## config.mk

```make
export PLATFORM = sky130hd
export DESIGN_NAME = mc_controller
export DESIGN_NICKNAME = d
export VERILOG_FILES = /design/src/rtl/mc_controller.sv
export SDC_FILE = /design/constraint.sdc
export NUM_CORES = 1
export LEC_CHECK = 0
export ABC_AREA = 0
export BUFFER_PORTS_ARGS = -buffer_cell sky130_fd_sc_hd__clkbuf_2
export CORE_MARGIN = 2
export CORE_UTILIZATION = 49
export CTS_CLUSTER_DIAMETER = 150
export CTS_CLUSTER_SIZE = 30
export DETAILED_ROUTE_END_ITERATION = 10
export PLACE_DENSITY = 0.95
export SLEW_MARGIN = 5
export SYNTH_ARGS = -nofsm -noshare
export SYNTH_HDL_FRONTEND = slang
export SYNTH_SLANG_ARGS = --single-unit
```

## constraint.sdc

```tcl
create_clock -name clk -period 4 [get_ports clk]
set_clock_uncertainty 0.1 [all_clocks]
set_input_delay 0.2 -clock clk [delete_from_list [all_inputs] [get_ports clk]]
set_output_delay 0.2 -clock clk [all_outputs]
set_load 0.05 [all_outputs]
```

## src/rtl/mc_controller.sv

```systemverilog
// Multicycle MIPS control FSM: sequences fetch/decode/execute/memory/writeback
// and drives datapath enables and selects, with wait states on a shared memory.
module mc_controller (
    input  logic       clk,
    input  logic       reset,
    input  logic [5:0] op,
    input  logic [5:0] funct,
    input  logic       zero,
    input  logic       mem_ready,
    output logic       mem_req,
    output logic       memwrite,
    output logic       iord,
    output logic       irwrite,
    output logic       pcen,
    output logic       regwrite,
    output logic       regdst,
    output logic       memtoreg,
    output logic       alusrca,
    output logic [1:0] alusrcb,
    output logic [1:0] pcsrc,
    output logic [2:0] alucontrol,
    output logic       instr_done,
    output logic       illegal
);

    typedef enum logic [3:0] {
        FETCH, DECODE, MEMADR, MEMRD, MEMWB, MEMWR,
        RTYPEEX, RTYPEWB, BEQEX, ADDIEX, ADDIWB, JEX
    } state_t;

    state_t state, next;

    always_ff @(posedge clk or negedge reset) begin
        if (!reset) state <= FETCH;
        else        state <= next;
    end

    always_comb begin
        next       = state;
        mem_req    = 1'b0;
        memwrite   = 1'b0;
        iord       = 1'b0;
        irwrite    = 1'b0;
        pcen       = 1'b0;
        regwrite   = 1'b0;
        regdst     = 1'b0;
        memtoreg   = 1'b0;
        alusrca    = 1'b0;
        alusrcb    = 2'b00;
        pcsrc      = 2'b00;
        alucontrol = 3'b010;
        instr_done = 1'b0;
        illegal    = 1'b0;

        case (state)
            FETCH: begin
                mem_req = 1'b1;
                alusrcb = 2'b01;
                irwrite = mem_ready;
                pcen    = mem_ready;
                if (mem_ready) next = DECODE;
            end
            DECODE: begin
                alusrcb = 2'b11;
                case (op)
                    6'b100011, 6'b101011: next = MEMADR;
                    6'b000000:            next = RTYPEEX;
                    6'b000100:            next = BEQEX;
                    6'b001000:            next = ADDIEX;
                    6'b000010:            next = JEX;
                    default: begin
                        illegal = 1'b1;
                        next    = FETCH;
                    end
                endcase
            end
            MEMADR: begin
                alusrca = 1'b1;
                alusrcb = 2'b10;
                next    = (op == 6'b100011) ? MEMRD : MEMWR;
            end
            MEMRD: begin
                mem_req = 1'b1;
                iord    = 1'b1;
                if (mem_ready) next = MEMWB;
            end
            MEMWB: begin
                regwrite   = 1'b1;
                memtoreg   = 1'b1;
                instr_done = 1'b1;
                next       = FETCH;
            end
            MEMWR: begin
                mem_req    = 1'b1;
                memwrite   = 1'b1;
                iord       = 1'b1;
                instr_done = mem_ready;
                if (mem_ready) next = FETCH;
            end
            RTYPEEX: begin
                alusrca = 1'b1;
                next    = RTYPEWB;
                case (funct)
                    6'b100000: alucontrol = 3'b010;
                    6'b100010: alucontrol = 3'b110;
                    6'b100100: alucontrol = 3'b000;
                    6'b100101: alucontrol = 3'b001;
                    6'b101010: alucontrol = 3'b111;
                    default: begin
                        illegal = 1'b1;
                        next    = FETCH;
                    end
                endcase
            end
            RTYPEWB: begin
                regwrite   = 1'b1;
                regdst     = 1'b1;
                instr_done = 1'b1;
                next       = FETCH;
            end
            BEQEX: begin
                alusrca    = 1'b1;
                alucontrol = 3'b110;
                pcsrc      = 2'b01;
                pcen       = zero;
                instr_done = 1'b1;
                next       = FETCH;
            end
            ADDIEX: begin
                alusrca = 1'b1;
                alusrcb = 2'b10;
                next    = ADDIWB;
            end
            ADDIWB: begin
                regwrite   = 1'b1;
                instr_done = 1'b1;
                next       = FETCH;
            end
            JEX: begin
                pcsrc      = 2'b10;
                pcen       = 1'b1;
                instr_done = 1'b1;
                next       = FETCH;
            end
            default: next = FETCH;
        endcase

        // Reset overrides the FETCH Moore outputs so nothing fires while held.
        if (!reset) begin
            mem_req    = 1'b0;
            memwrite   = 1'b0;
            iord       = 1'b0;
            irwrite    = 1'b0;
            pcen       = 1'b0;
            regwrite   = 1'b0;
            regdst     = 1'b0;
            memtoreg   = 1'b0;
            alusrca    = 1'b0;
            alusrcb    = 2'b00;
            pcsrc      = 2'b00;
            alucontrol = 3'b010;
            instr_done = 1'b0;
            illegal    = 1'b0;
        end
    end

endmodule

```

==> results.py <==
metrics = {
    "sta": {
        "hold_viol": 0,
        "layout_min_cycle_time_ps": 2317,
        "finalSetupViolations": 0,
        "setup_tns_ps": 0,
        "rsz0062_at_grt": "false",
        "tightestPinTransition_ps": 529.4,
        "worst_slack_ps": 1683,
        "max_freq_ghz": 0.4315,
        "period_share_pct": 57.93,
        "slew_violations": 0,
        "slew_headroom_pct": 64.70,
    },
    "layout": {
        "largest_reg_flops": 4,
        "area_growth_pct": 25.92,
        "final_common_cell": "clkbuf_2",
        "n_fill_cell": 116,
        "finalNetCount": 150,
        "n_antenna_cell": 0,
        "seq_area_um2": 100.1,
        "drive_gt1_share_pct": 31.82,
        "layout_common_cells": "33 x clkbuf_2, 10 x nand2_1, 9 x nor2_1",
        "multiInputGateArea_um2": 579.3,
        "regMostFlops": "state",
        "largest_registers": "state (4)",
    },
    "global_routing": {
        "grt_max_degree": 20,
        "grt_usage_pct": 25.40,
        "antenna_found_initial": 0,
        "grt_pass1_vias": 817,
        "grt_pass1_wl_um": 3594,
        "overflow": 0,
    },
    "routing": {
        "vias": 911,
        "totalWireLength_um": 2008,
        "drtIter0Drc": 27,
        "vias_per_cell": 6.197,
        "wl_per_cell_um": 13.66,
        "post-route-drc-count": 0,
        "dr.pass1.iters": 4,
        "antenna_left": 0,
    },
    "placed_design": {
        "post-dp-hpwl_um": 1510,
        "numPortBuffers": 33,
        "place_ws_ps": 1961,
        "gp_congestion": 0.8477,
    },
    "die": {
        "start_util_pct": 53.56,
        "die_area_um2": 1780,
        "rows": 13,
        "die_w_um": 42.19,
        "io-pin-count": 34,
        "fp.dieH_um": 42.19,
        "core_um2": 1334,
    },
    "flow_run": {
        "max-cap-violations": 0,
    },
    "cts": {
        "htree_num_levels": 1,
        "clk_pin_slew_ps": 40,
        "cts_tree": "done",
        "cts_sinks": 4,
        "root_buffer": "clkbuf_4",
        "cts_buffers": 3,
        "cts_setup_buffers": 0,
        "ctsHoldBuffers": 1,
        "cts_resized": 0,
        "clk_latency_ps": 250,
        "cts_buffer_depth": 2,
    },
    "logic_synthesis": {
        "ys.flop_type": "dfrtp_1",
        "avgSynthCellArea_um2": 6.936,
        "ys_seq_area_share_pct": 14.01,
        "yosysWarnings": 0,
        "synth-edff-count": 0,
        "netlist_area_um2": 714.4,
        "ys_async_sr_fraction_pct": 100.0,
        "synth-seq-cells": 4,
        "synthCells": 103,
        "syn_nets": 119,
        "ys_types": 41,
    },
    "setup_path": {
        "cp_common_cell": "nor2b_1",
        "cp_slowest_cell": "dfrtp_1",
        "path_max_fanout": 18,
        "cpPeakStageDelay_ps": 640,
        "crit_type": "flip-flop to output pin",
        "worstPathRequired_ps": 3700,
        "worstPathArrival_ps": 2020,
        "startpoint_type": "flip-flop",
        "end_kind": "output pin",
        "crit_chain": "nor2b_1 > nor2b_1 > a41oi_1 > nor3b_1 > clkbuf_2",
    },
    "power": {
        "p_per_area_nw_per_um2": 520.8,
        "vdd_drop_max_mv": 0.2371,
        "power.leakage_nw": 0.3930,
    },
    "run_status": {
        "status": "completed",
    },
    "hold_path": {
        "hold_path_class": "primary input to async pin",
    },
}
metal layers:
layer,wire (um),up-vias,track usage [%]
li1,-,445,-
met1,829,415,32.90
met2,981,47,41.54
met3,165,4,4.310
met4,31,0,10.00
met5,0,-,0
where the power goes:
| group | internal (W) | switching (W) |
|---|---|---|
| clock network | 0.0000338 | 0.0000201 |
| logic | 0.000107 | 0.000211 |
| registers | 0.0000513 | 0.0000456 |
| total | 0.000192 | 0.000277 |
metrics by stage:
| stage | cell area [um2] | cells | hold slack, ps | total power, W | utilization [%] |
|---|---|---|---|---|---|
| floorplan | 714.4 | 103 | -195.6 | 0.0003441 | - |
| global placement | 867.1 | 143 | -18.81 | 0.0004002 | 65.01 |
| detailed placement | 867.1 | 143 | -13.57 | 0.0004090 | 65.01 |
| CTS | 899.6 | 147 | 266.4 | 0.0004632 | 67.45 |
| global route | 899.6 | 147 | 314.5 | 0.0005008 | 67.45 |
| finish | 899.6 | 147 | 268.1 | 0.0004686 | 67.45 |
path summary, 6_finish.rpt:
kind / start / to / slack [ps] / cells after the start
min: reset / state[3]$_DFFE_PN0P_ / 270 / 2
min in group clk: op[4] / state[2]$_DFFE_PN0P_ / 300 / 5
max reg2reg: state[2]$_DFFE_PN0P_ / state[0]$_DFFE_PN0P_ / 2300 / 4
max: state[3]$_DFFE_PN0P_ / alucontrol[2] / 1680 / 5
min reg2reg: state[2]$_DFFE_PN0P_ / state[3]$_DFFE_PN0P_ / 740 / 1
max in group asynchronous: reset / state[1]$_DFFE_PN0P_ / 3300 / 2
cells in the mapped netlist, drive strengths merged, types with 2 or more instances:
master,count,area share (%)
a21bo,2,2.8
a21oi,6,4.2
a22o,3,3.7
and3,2,1.8
clkbuf,7,3.7
dfrtp,4,14
nand2,10,5.3
nand2b,4,3.5
nand3,5,4.2
nand3b,2,2.1
nor2,9,4.7
nor2b,7,6.1
nor3,7,4.9
nor3b,6,6.3
o21a,2,2.1
o21ai,3,2.1
xnor2,2,2.5
critical path: cells and delay by family (launching register included):
family                 cells  cell delay (ps)
AOI/OAI and AO/OA          1               60
and+or+nand+nor            3              740
buffers and inverters      1              320
DFF                        1              640
cell families (layout without fill, tap and decap cells):
kind of cell | Yosys count | count (layout) | share of synthesized area [%]
AND/OR/NAND/NOR | 57 | 57 | 44.83
buffers and inverters | 9 | 38 | 4.903
flip-flops | 4 | 4 | 14.01
multiplexers | 2 | 2 | 2.977
XOR/XNOR | 2 | 2 | 2.452
AO/OA/AOI/OAI | 29 | 29 | 30.83
cell type report:
type	instances	area share (%)
timing repair buffer	34	19.47
sequential	4	11.13
clock buffer	3	2.503
multi-input combinational	90	64.40
tap	15	2.086
inverter	1	0.4172
(Power assumes the default switching activity.)
